===== src/rtl/qpd_pkg.sv =====
// qpd_pkg: state encoding, quadrant indices and default widths shared by the QPD position calculator.
// Revision 1.0
`default_nettype none

package qpd_pkg;

  localparam int DEF_NUM_BITS_IN  = 24;
  localparam int DEF_NUM_BITS_OUT = 24;

  localparam int QA = 0;
  localparam int QB = 1;
  localparam int QC = 2;
  localparam int QD = 3;

  typedef enum logic [1:0] {
    ST_COLLECT = 2'd0,
    ST_SUM     = 2'd1,
    ST_DIVIDE  = 2'd2,
    ST_DONE    = 2'd3
  } qpd_state_t;

endpackage

`default_nettype wire


===== src/rtl/qpd_position_calc_if.sv =====
// qpd_position_calc_if: quadrant sample inputs and normalized position results.
// Revision 1.0
`default_nettype none

interface qpd_position_calc_if
  import qpd_pkg::*;
#(
  parameter int NUM_BITS_IN  = DEF_NUM_BITS_IN,
  parameter int NUM_BITS_OUT = DEF_NUM_BITS_OUT
);

  logic signed [NUM_BITS_IN-1:0]  data_i [4];
  logic        [3:0]              valid_i;
  logic signed [NUM_BITS_OUT-1:0] x_o;
  logic signed [NUM_BITS_OUT-1:0] y_o;
  logic signed [NUM_BITS_IN+1:0]  sum_o;
  logic                           done_o;
  logic                           invalid_o;
  logic                           overrun_o;

  modport master (
    output data_i, valid_i,
    input  x_o, y_o, sum_o, done_o, invalid_o, overrun_o
  );

  modport slave (
    input  data_i, valid_i,
    output x_o, y_o, sum_o, done_o, invalid_o, overrun_o
  );

endinterface

`default_nettype wire


===== src/rtl/serial_divider.sv =====
// serial_divider: unsigned compare-and-subtract divider, one quotient bit per cycle, QUOT_W cycles.
// Revision 1.0
`default_nettype none

module serial_divider #(
  parameter int DIVIDEND_W = 49,
  parameter int DIVISOR_W  = 26,
  parameter int QUOT_W     = 25
) (
  input  wire logic                  clk,
  input  wire logic                  rst,
  input  wire logic                  start,
  input  wire logic [DIVIDEND_W-1:0] dividend,
  input  wire logic [DIVISOR_W-1:0]  divisor,
  output logic                       busy,
  output logic                       done,
  output logic                       overflow,
  output logic [QUOT_W-1:0]          quotient
);

  localparam int WORK_W = DIVISOR_W + QUOT_W;
  localparam int CNT_W  = $clog2(QUOT_W + 1);

  logic [WORK_W-1:0] rem;
  logic [WORK_W-1:0] den;
  logic [WORK_W-1:0] den_top;
  logic [CNT_W-1:0]  cnt;

  // Divisor aligned one bit above the top quotient weight; a dividend reaching it cannot be represented.
  assign den_top = {divisor, {QUOT_W{1'b0}}};

  always_ff @(posedge clk or posedge rst) begin
    if (rst) begin
      rem      <= '0;
      den      <= '0;
      cnt      <= '0;
      quotient <= '0;
      busy     <= 1'b0;
      done     <= 1'b0;
      overflow <= 1'b0;
    end else begin
      done <= 1'b0;
      if (start && !busy) begin
        rem      <= WORK_W'(dividend);
        den      <= den_top >> 1;
        quotient <= '0;
        overflow <= (WORK_W'(dividend) >= den_top);
        cnt      <= CNT_W'(QUOT_W);
        busy     <= 1'b1;
      end else if (busy) begin
        if (rem >= den) begin
          rem      <= rem - den;
          quotient <= {quotient[QUOT_W-2:0], 1'b1};
        end else begin
          quotient <= {quotient[QUOT_W-2:0], 1'b0};
        end
        den <= den >> 1;
        cnt <= cnt - 1'b1;
        if (cnt == CNT_W'(1)) begin
          busy <= 1'b0;
          done <= 1'b1;
        end
      end
    end
  end

endmodule

`default_nettype wire


===== src/rtl/qpd_position_calc.sv =====
// qpd_position_calc: collects four quadrant samples and outputs normalized x/y and the total sum.
// Revision 1.0 -- define QPD_POS_SATURATE_EN to clamp quotients instead of two's-complement wrap.
`default_nettype none

module qpd_position_calc
  import qpd_pkg::*;
#(
  parameter int NUM_BITS_IN  = DEF_NUM_BITS_IN,
  parameter int NUM_BITS_OUT = DEF_NUM_BITS_OUT
) (
  input  wire logic          clk_i,
  input  wire logic          reset_i,
  qpd_position_calc_if.slave bus
);

  localparam int SUM_W      = NUM_BITS_IN + 2;
  localparam int QUOT_W     = NUM_BITS_OUT + 1;
  localparam int DVD_W      = SUM_W + NUM_BITS_OUT - 1;
  localparam int DIV_CYCLES = NUM_BITS_OUT + 1;
  localparam int CNT_W      = $clog2(DIV_CYCLES + 1);

  localparam logic [CNT_W-1:0]               CNT_LAST = CNT_W'(DIV_CYCLES - 1);
  localparam logic [QUOT_W-1:0]              Q_HALF   = QUOT_W'(1) << (NUM_BITS_OUT - 1);
  localparam logic signed [NUM_BITS_OUT-1:0] OUT_MAX  = {1'b0, {(NUM_BITS_OUT-1){1'b1}}};
  localparam logic signed [NUM_BITS_OUT-1:0] OUT_MIN  = {1'b1, {(NUM_BITS_OUT-1){1'b0}}};

`ifdef QPD_POS_SATURATE_EN
  localparam bit SATURATE = 1'b1;
`else
  localparam bit SATURATE = 1'b0;
`endif

  qpd_state_t state, state_next;

  logic signed [NUM_BITS_IN-1:0] sample [4];
  logic [3:0]                    got;
  logic [3:0]                    got_merged;
  logic                          set_complete;
  logic [CNT_W-1:0]              div_cnt;

  logic signed [SUM_W-1:0] qa, qb, qc, qd;
  logic signed [SUM_W-1:0] sum_c, dx_c, dy_c, sum_r;
  logic                    sum_pos_c, sum_pos_r, neg_x_r, neg_y_r;
  logic [SUM_W-1:0]        mag_x, mag_y;
  logic [DVD_W-1:0]        dvd_x, dvd_y;

  logic              collecting, load_result, div_start;
  logic              busy_x, busy_y, done_x, done_y, ovf_x, ovf_y;
  logic [QUOT_W-1:0] quot_x, quot_y;

  assign got_merged   = got | bus.valid_i;
  assign set_complete = &got_merged;

  assign qa = SUM_W'(sample[QA]);
  assign qb = SUM_W'(sample[QB]);
  assign qc = SUM_W'(sample[QC]);
  assign qd = SUM_W'(sample[QD]);

  assign sum_c     = qa + qb + qc + qd;
  assign dx_c      = (qa + qd) - (qb + qc);
  assign dy_c      = (qa + qb) - (qc + qd);
  assign sum_pos_c = !sum_c[SUM_W-1] && (sum_c != '0);

  assign mag_x = dx_c[SUM_W-1] ? $unsigned(-dx_c) : $unsigned(dx_c);
  assign mag_y = dy_c[SUM_W-1] ? $unsigned(-dy_c) : $unsigned(dy_c);
  assign dvd_x = {mag_x, {(NUM_BITS_OUT-1){1'b0}}};
  assign dvd_y = {mag_y, {(NUM_BITS_OUT-1){1'b0}}};

  // Magnitudes of 4*sum or more exceed the quotient width; clamping covers them, wrap keeps the partial bits.
  function automatic logic signed [NUM_BITS_OUT-1:0] fix_quotient(
    input logic [QUOT_W-1:0] q,
    input logic              ovf,
    input logic              neg
  );
    logic [NUM_BITS_OUT-1:0] s;
    s = neg ? NUM_BITS_OUT'(-q) : NUM_BITS_OUT'(q);
    if (SATURATE && !neg && (ovf || q >= Q_HALF)) return OUT_MAX;
    if (SATURATE && neg && (ovf || q > Q_HALF)) return OUT_MIN;
    return s;
  endfunction

  always_ff @(posedge clk_i or posedge reset_i) begin
    if (reset_i) begin
      state <= ST_COLLECT;
    end else begin
      state <= state_next;
    end
  end

  always_comb begin
    state_next = state;
    case (state)
      ST_COLLECT: if (set_complete) state_next = ST_SUM;
      ST_SUM:     state_next = ST_DIVIDE;
      ST_DIVIDE:  if (div_cnt == CNT_LAST) state_next = ST_DONE;
      ST_DONE:    state_next = ST_COLLECT;
      default:    state_next = ST_COLLECT;
    endcase
  end

  always_comb begin
    collecting  = (state == ST_COLLECT);
    load_result = (state == ST_DONE);
    div_start   = (state == ST_SUM) && sum_pos_c && !busy_x && !busy_y;
  end

  always_ff @(posedge clk_i or posedge reset_i) begin
    if (reset_i) begin
      for (int k = 0; k < 4; k++) sample[k] <= '0;
      got           <= '0;
      div_cnt       <= '0;
      sum_r         <= '0;
      sum_pos_r     <= 1'b0;
      neg_x_r       <= 1'b0;
      neg_y_r       <= 1'b0;
      bus.x_o       <= '0;
      bus.y_o       <= '0;
      bus.sum_o     <= '0;
      bus.done_o    <= 1'b0;
      bus.invalid_o <= 1'b0;
      bus.overrun_o <= 1'b0;
    end else begin
      bus.done_o <= 1'b0;

      if (collecting) begin
        for (int k = 0; k < 4; k++) begin
          if (bus.valid_i[k]) sample[k] <= bus.data_i[k];
        end
        got <= set_complete ? 4'b0000 : got_merged;
      end else if (|bus.valid_i) begin
        bus.overrun_o <= 1'b1;
      end

      if (state == ST_SUM) begin
        sum_r     <= sum_c;
        sum_pos_r <= sum_pos_c;
        neg_x_r   <= dx_c[SUM_W-1];
        neg_y_r   <= dy_c[SUM_W-1];
        div_cnt   <= '0;
      end else if (state == ST_DIVIDE) begin
        div_cnt <= div_cnt + 1'b1;
      end

      if (load_result) begin
        bus.done_o    <= 1'b1;
        bus.sum_o     <= sum_r;
        bus.invalid_o <= !sum_pos_r;
        bus.x_o       <= (sum_pos_r && done_x) ? fix_quotient(quot_x, ovf_x, neg_x_r) : '0;
        bus.y_o       <= (sum_pos_r && done_y) ? fix_quotient(quot_y, ovf_y, neg_y_r) : '0;
      end
    end
  end

  serial_divider #(
    .DIVIDEND_W (DVD_W),
    .DIVISOR_W  (SUM_W),
    .QUOT_W     (QUOT_W)
  ) u_div_x (
    .clk      (clk_i),
    .rst      (reset_i),
    .start    (div_start),
    .dividend (dvd_x),
    .divisor  ($unsigned(sum_c)),
    .busy     (busy_x),
    .done     (done_x),
    .overflow (ovf_x),
    .quotient (quot_x)
  );

  serial_divider #(
    .DIVIDEND_W (DVD_W),
    .DIVISOR_W  (SUM_W),
    .QUOT_W     (QUOT_W)
  ) u_div_y (
    .clk      (clk_i),
    .rst      (reset_i),
    .start    (div_start),
    .dividend (dvd_y),
    .divisor  ($unsigned(sum_c)),
    .busy     (busy_y),
    .done     (done_y),
    .overflow (ovf_y),
    .quotient (quot_y)
  );

endmodule

`default_nettype wire


===== src/flat_wrapper.sv =====
// flat-port wrapper written by rule: the top's interface ports become plain ports
module qpd_position_calc_flat import qpd_pkg::*;
#(
  parameter int NUM_BITS_IN  = DEF_NUM_BITS_IN,
  parameter int NUM_BITS_OUT = DEF_NUM_BITS_OUT
)
  (clk_i, reset_i, bus_data_i, bus_valid_i, bus_x_o, bus_y_o, bus_sum_o, bus_done_o, bus_invalid_o, bus_overrun_o);
  qpd_position_calc_if #(.NUM_BITS_IN(NUM_BITS_IN), .NUM_BITS_OUT(NUM_BITS_OUT)) bus_i ();
  input  wire logic clk_i;
  input  wire logic reset_i;
  input wire logic [$bits(bus_i.data_i)-1:0] bus_data_i;
  input wire logic [$bits(bus_i.valid_i)-1:0] bus_valid_i;
  output wire logic [$bits(bus_i.x_o)-1:0] bus_x_o;
  output wire logic [$bits(bus_i.y_o)-1:0] bus_y_o;
  output wire logic [$bits(bus_i.sum_o)-1:0] bus_sum_o;
  output wire logic [$bits(bus_i.done_o)-1:0] bus_done_o;
  output wire logic [$bits(bus_i.invalid_o)-1:0] bus_invalid_o;
  output wire logic [$bits(bus_i.overrun_o)-1:0] bus_overrun_o;
  assign bus_i.data_i = {>>{bus_data_i}};
  assign bus_i.valid_i = bus_valid_i;
  assign bus_x_o = bus_i.x_o;
  assign bus_y_o = bus_i.y_o;
  assign bus_sum_o = bus_i.sum_o;
  assign bus_done_o = bus_i.done_o;
  assign bus_invalid_o = bus_i.invalid_o;
  assign bus_overrun_o = bus_i.overrun_o;
  qpd_position_calc #(.NUM_BITS_IN(NUM_BITS_IN), .NUM_BITS_OUT(NUM_BITS_OUT)) u_core (.clk_i(clk_i), .reset_i(reset_i), .bus(bus_i));
endmodule

===== config.mk =====
export PLATFORM = sky130hd
export DESIGN_NAME = qpd_position_calc_flat
export DESIGN_NICKNAME = d
export VERILOG_FILES = /design/src/rtl/qpd_pkg.sv /design/src/rtl/qpd_position_calc_if.sv /design/src/rtl/serial_divider.sv /design/src/rtl/qpd_position_calc.sv /design/src/flat_wrapper.sv
export SDC_FILE = /design/constraint.sdc
export NUM_CORES = 2
export LEC_CHECK = 0
export BUFFER_PORTS_ARGS = -buffer_cell sky130_fd_sc_hd__clkbuf_2
export CAP_MARGIN = 20
export CORE_AREA = 3 3 330 332
export DETAILED_ROUTE_END_ITERATION = 10
export DIE_AREA = 0 0 333 335
export GPL_ROUTABILITY_DRIVEN = 0
export SKIP_LAST_GASP = 1
export SLEW_MARGIN = 20
export SYNTH_ARGS = -nofsm -noshare
export SYNTH_HDL_FRONTEND = slang
export SYNTH_HIERARCHICAL = 1
export SYNTH_SLANG_ARGS = --single-unit

===== constraint.sdc =====
create_clock -name clk_i -period 9.2 [get_ports clk_i]
set_input_delay 0.46 -clock clk_i [delete_from_list [all_inputs] [get_ports clk_i]]
set_output_delay 0.46 -clock clk_i [all_outputs]
set_load 0.1 [all_outputs]

; ---- Word level (Yosys, flattened, before mapping)
; Index checks and enable logic that the tools add are counted.
[op_classes]
n_reduce_logical = 29
mul = 0
add_sub_neg = 17
bitwise = 2
shifts = 0
magnitude_cmp = 2
n_eq_ne = 8
n_div = 0
mux = 45
[ops]
columns = op, n
row1 = 51-bit 2-to-1 mux, 10
row2 = 24-bit 2-to-1 mux, 8
row3 = 51-bit >= comparator, 2
row4 = 51-bit subtractor, 2
row5 = 24-bit by 24-bit adder with 25-bit output, 4
row6 = 26-bit 2-to-1 mux, 2
row7 = 26-bit negation, 2
row8 = 24-bit negation, 2
row9 = 5-bit 2-to-1 mux, 6
row10 = 25-bit by 24-bit adder with 26-bit output, 1
row11 = 26-bit by 24-bit adder with 26-bit output, 1
row12 = 26-bit nonzero test, 1
row13 = 25-bit by 25-bit subtractor with 26-bit output, 1
row14 = 26-bit subtractor, 1
row15 = 2-bit AND reduction, 8
row16 = 1-bit 2-to-1 mux, 15
row17 = 5-bit by 1-bit == test with 1-bit output (second input constant), 2
row18 = 2-bit nonzero test, 5
row19 = 5-bit by 1-bit subtractor with 5-bit output (second input constant), 2
row20 = 1-bit logical AND, 8
row21 = 2-bit case mux with 4 select lines, 1
row22 = 5-bit by 1-bit adder with 5-bit output (second input constant), 1
row23 = 5-bit == test (second input constant), 1
row24 = 2-bit == test (second input constant), 2
row25 = 10 further kinds, 15
[totals]
romBits = 0
ram_bits = 0
elab_cells = 132
latchBits = 0
n_memories = 0
register_bits = 479

; ---- Logic depth before layout (Yosys ltp)
[depth]
word_depth = 11
ltp_mapped = 34
ltp_nobuf = 32

; ---- Cells and area by module
; Netlist, hierarchy kept.
[by_module_without_submodules]
columns = mod, seq_area_each_um2, cells_each, instances, area_per_inst_um2
row1 = serial_divider, 3353.2, 1159, 2, 9785.6
row2 = qpd_position_calc, 5330.1, 1817, 1, 17555.6

; ---- Worst setup path before layout
; Ideal clock, no wire load.
[synth_timing]
path_kind = register to register
start = register u_core.sample, in the netlist u_core/qa[0]
end = register u_core.u_div_x.rem[50]
setup_time_ns = 0.082
t_arrival_ns = 7.065
path_stages_with_launch = 32
path_slack_ns = 2.053
path_buffers = 4
cell_sequence = dfrtp_1 -> ha_1 -> inv_1 -> fa_1 -> nor2b_1 -> o21ai_0 -> a21oi_1 -> o21ai_0 -> a21boi_0 -> o211a_1 -> or2_2 -> xnor2_1 -> fa_1 -> inv_1 -> ha_1 -> buf_6 -> a21o_1 -> a21o_1 -> a21o_1 -> o21ai_1 -> or4b_4 -> or4_1 -> or4_1 -> or4b_1 -> o41ai_2 -> nor3_1 -> clkbuf_1 -> nand2_1 -> clkbuf_1 -> clkbuf_1 -> o211ai_1 -> a31oi_1
[synth_between]
elab_chain_cells = 11
[synth_rtl]
columns = element, line_no
row1 = "start, declared", qpd_position_calc.sv:35  ; logic signed [NUM_BITS_IN-1:0] sample [4];
row2 = "start signal, assigned by index", qpd_position_calc.sv:127  ; if (bus.valid_i[k]) sample[k] <= bus.data_i[k];
row3 = 24-bit by 24-bit adder with 25-bit output (*), qpd_position_calc.sv:59  ; assign sum_c = qa + qb + qc + qd;
row4 = 25-bit by 24-bit adder with 26-bit output (*), qpd_position_calc.sv:59
row5 = 26-bit by 24-bit adder with 26-bit output (*), qpd_position_calc.sv:59
row6 = net u_core.sum_c[17], qpd_position_calc.sv:42  ; logic signed [SUM_W-1:0] sum_c, dx_c, dy_c, sum_r;
row7 = 26-bit nonzero test (*), qpd_position_calc.sv:62  ; assign sum_pos_c = !sum_c[SUM_W-1] && (sum_c != '0);
row8 = 1-bit logical AND (*), qpd_position_calc.sv:62
row9 = 1-bit logical AND (*) (3 in a row), qpd_position_calc.sv:104  ; div_start = (state == ST_SUM) && sum_pos_c && !busy_x && !busy_y;
row10 = net u_core.div_start, qpd_position_calc.sv:47  ; logic collecting, load_result, div_start;
row11 = 1-bit logical AND (*), serial_divider.sv:43  ; if (start && !busy) begin
row12 = 2-bit nonzero test (no source line), --
row13 = 2-bit AND reduction (no source line), --
row14 = "end signal, assigned", serial_divider.sv:44  ; rem <= WORK_W'(dividend);
row15 = "end signal, assigned", serial_divider.sv:52  ; rem <= rem - den;
row16 = "end, declared", serial_divider.sv:24  ; logic [WORK_W-1:0] rem;
; The timed path passes the listed nets; every way through them passes the cells marked *.
; A chain may end at the register's enable or synchronous reset.

; ---- Worst setup path after layout
[layout_timing]
start = register u_core.sample, in the netlist u_core/qa[0]
end = register u_core.u_div_y.rem[35]
[layout_between]
elab_chain_cells = 11
[layout_rtl]
columns = element, line_no
row1 = 24-bit by 24-bit adder with 25-bit output (*), qpd_position_calc.sv:59
row2 = 25-bit by 24-bit adder with 26-bit output (*), qpd_position_calc.sv:59
row3 = 26-bit by 24-bit adder with 26-bit output (*), qpd_position_calc.sv:59
row4 = net u_core.sum_c[17], qpd_position_calc.sv:42
row5 = 26-bit nonzero test (*), qpd_position_calc.sv:62
row6 = 1-bit logical AND (*), qpd_position_calc.sv:62
row7 = 1-bit logical AND (*) (3 in a row), qpd_position_calc.sv:104
row8 = net u_core.div_start, qpd_position_calc.sv:47
row9 = 1-bit logical AND (*), serial_divider.sv:43
row10 = 2-bit nonzero test (no source line), --
row11 = 2-bit AND reduction (no source line), --
row12 = "end signal, assigned", serial_divider.sv:44
row13 = "end signal, assigned", serial_divider.sv:52
row14 = "end, declared", serial_divider.sv:24
; Marked as above.

==> out/qor.csv <==
stage;metric;value;unit
global_routing;number of global-route vias before repair;28600;
clock_network;clock tree sinks;477;
timing;Rel. slew slack;24.3;%
floorplan;chip height;335;um
logic_synthesis;area of the mapped netlist;0.0357;mm2
setup_path;Largest delay share family, worst path;simple AND/OR/NAND/NOR gates;
timing;Final setup viols;0;
min_path;HP Class;input port to asynchronous set/reset pin;
placement;hpwl dp;79400;um
clock_network;Clock Pin Slew Worst Setup and Hold Paths;0.06;ns
setup_path;Worst setup EP type;register;
setup_path;worst r2r src;u_core/qa[0];
logic_synthesis;Syn. warnings;6;
finish;share of layout cells above drive strength 1;13.0;%
finish;Layout area overhead;12.3;%
global_routing;met2 Track Usage GR;27.8;%
timing;Slew @ Worst Pin;1.13;ns
timing;Hold Fails Final Rpt;0;
detailed_routing;Detailed Route Iter0 Violations;2198;
setup_path;Critical Path RT;9.73;ns
setup_path;slowest stage cell, crit path;or4b_1;
timing;Fin Clk Skew;0.0184;ns
global_routing;M1 GR Usage;26.0;%
setup_path;CP Launch Type;register;
floorplan;placement row count;120;
global_routing;largest net degree at the start of global routing;89;
detailed_routing;DR pass1 iterations;5;
setup_path;largest fanout on the critical path;33;
setup_path;RR Endpoint;u_core/u_div_y/rem[35];
timing;final critical-path required period;8.28;ns
timing;final setup TNS;0;ns
floorplan;die area;0.112;mm2
global_routing;Remaining Overflow, GRT;0;
clock_network;TritonCTS clock tree;yes;
detailed_routing;post-route ant nets;0;
clock_network;Max Buffers Root-to-Sink;3;
detailed_routing;WL final;103000;um
detailed_routing;drt via density;5.30;
global_routing;GRT Max-Usage Layer;met2;
floorplan;Die Width;333;um
timing;Slew Limit Fails;0;
floorplan;IO Pins;179;
finish;ANT cells;0;
timing;RSZ-0062 raised after global routing;no;
placement;IO buf count;178;
floorplan;Core Box Area;0.107;mm2
setup_path;CP Class;register to register;
global_routing;M3 GR Usage;2.99;%
clock_network;Worst-Skew Late Latency;0.65;ns
clock_network;Root Buffer;clkbuf_16;
logic_synthesis;post-synthesis average cell area;9.05;um2
floorplan;initial core utilization;33.5;%
global_routing;GRT Total Usage;18.2;%
timing;Hold WS;0.0325;ns
setup_path;flop2flop setup slack;0.92;ns
timing;maximum clock frequency;121;MHz
global_routing;first-pass GRT wire length;163000;um
clock_network;CTS buffer count;57;
run_status;status;completed;
clock_network;H-tree depth;2;
flow_run;number of max-cap violations;0;
setup_path;CP Buf/Inv Count;3;
logic_synthesis;cell count after synthesis;3939;
finish;FILL cells;10900;
setup_path;slowest stage delay, CP;0.54;ns
finish;Final nets;4495;
clock_network;cts repair resizes;0;
setup_path;Crit path top cell by count;o21ai_0;
timing;fin crit share;90.0;%
detailed_routing;Remaining DRCs;0;
clock_network;hold_buf cts;0;
global_routing;initial antenna violation count;4;
detailed_routing;via count;29300;
setup_path;CP arrival;8.81;ns
detailed_routing;wire length per cell;18.7;um
setup_path;R2R depth;32;
clock_network;Post-CTS Setup Inserts;0;
[worst max path at each step]
| stage | end | from | depth (start not counted) |
|---|---|---|---|
| 6_report | u_core/u_div_y/rem[35] | u_core/qa[0] | 32 |
| 5_1_grt | u_core/u_div_x/rem[35] | u_core/qa[0] | 32 |
| 4_1_cts | u_core/u_div_y/rem[35] | u_core/qa[0] | 31 |
| 3_5_place_dp | u_core/u_div_y/rem[35] | u_core/qa[0] | 31 |
| 3_3_place_gp | u_core/u_div_x/rem[35] | u_core/qa[0] | 31 |
| 2_1_floorplan | u_core/u_div_x/quotient[0] | u_core/qa[0] | 32 |
[worst reg2reg max path, delay by kind of cell (launching register included)]
family | cells | cell delay (ns)
DFF | 1 | 0.39
xor gates and xnor gates | 1 | 0.26
AOI/OAI and AO/OA | 12 | 2.45
adders and majority gates | 4 | 1.36
and+or+nand+nor | 11 | 3.03
buffers and inverters | 3 | 0.42
muxes | 1 | 0.26
[registers in the layout, summed over array words and instances (netlist names), 24 cells and up]
signal and count:
u_core/bus.sum_o 26, u_core/bus.x_o 24, u_core/bus.y_o 24, u_core/qa 24, u_core/qb 24, u_core/qc 24
u_core/qd 24, u_core/sum_r 26, u_core/u_div_x/den 50, u_core/u_div_x/quotient 24, u_core/u_div_x/rem 51, u_core/u_div_y/den 50
u_core/u_div_y/quotient 24, u_core/u_div_y/rem 51
[area by class of cell]
type	instances	area [um2]	area share, %
Inverter	369	1400	3.50
Sequential cell	477	11900	29.8
Timing Repair Buffer	215	1180	2.95
Clock buffer	74	1570	3.92
Tap cell	1403	1760	4.38
Multi-Input combinational cell	2957	21800	54.4
Clock inverter	34	407	1.01
[per-stage QoR]
step	cells	setup slack, ns	area [um2]	utilization [%]
after floorplan	3984	2.11	35800	-
after global placement	5421	1.07	38100	35.7
after detailed placement	5421	0.973	38100	35.7
after CTS	5529	0.944	40100	37.6
after global routing	5529	0.268	40100	37.6
final	5529	0.916	40100	37.6
[cell usage in the layout, fill, tap and decap left out, drive strengths merged, types with 12 or more instances in the layout]
cell	count
buf	37
or3	38
mux2i	111
and2	25
nor4	19
inv	373
o21bai	27
or4	12
o211ai	25
a21boi	19
a22o	32
xor2	109
fa	103
clkbuf	252
o21a	26
nand3	52
o21ai	255
o31ai	86
a21o	84
a31oi	64
a211oi	21
nor2b	30
nand2b	34
nor2	215
o22ai	56
conb	46
nand2	403
or2	18
a21oi	248
a221o	23
dfrtp	477
xnor2	137
ha	213
and3	29
mux2	162
nor3	50
clkinv	18
nand4	45
[metal layers]
layer	part of all wire, %	up-vias	wire (um)
li1	-	14100	-
met5	0	-	0
met4	3.5	0	3630
met2	43	830	44200
met1	48	14200	49400
met3	5.9	173	6100
Power is not shown: default switching activity piles up to over one toggle a cycle in this logic, so the estimate is an artifact.
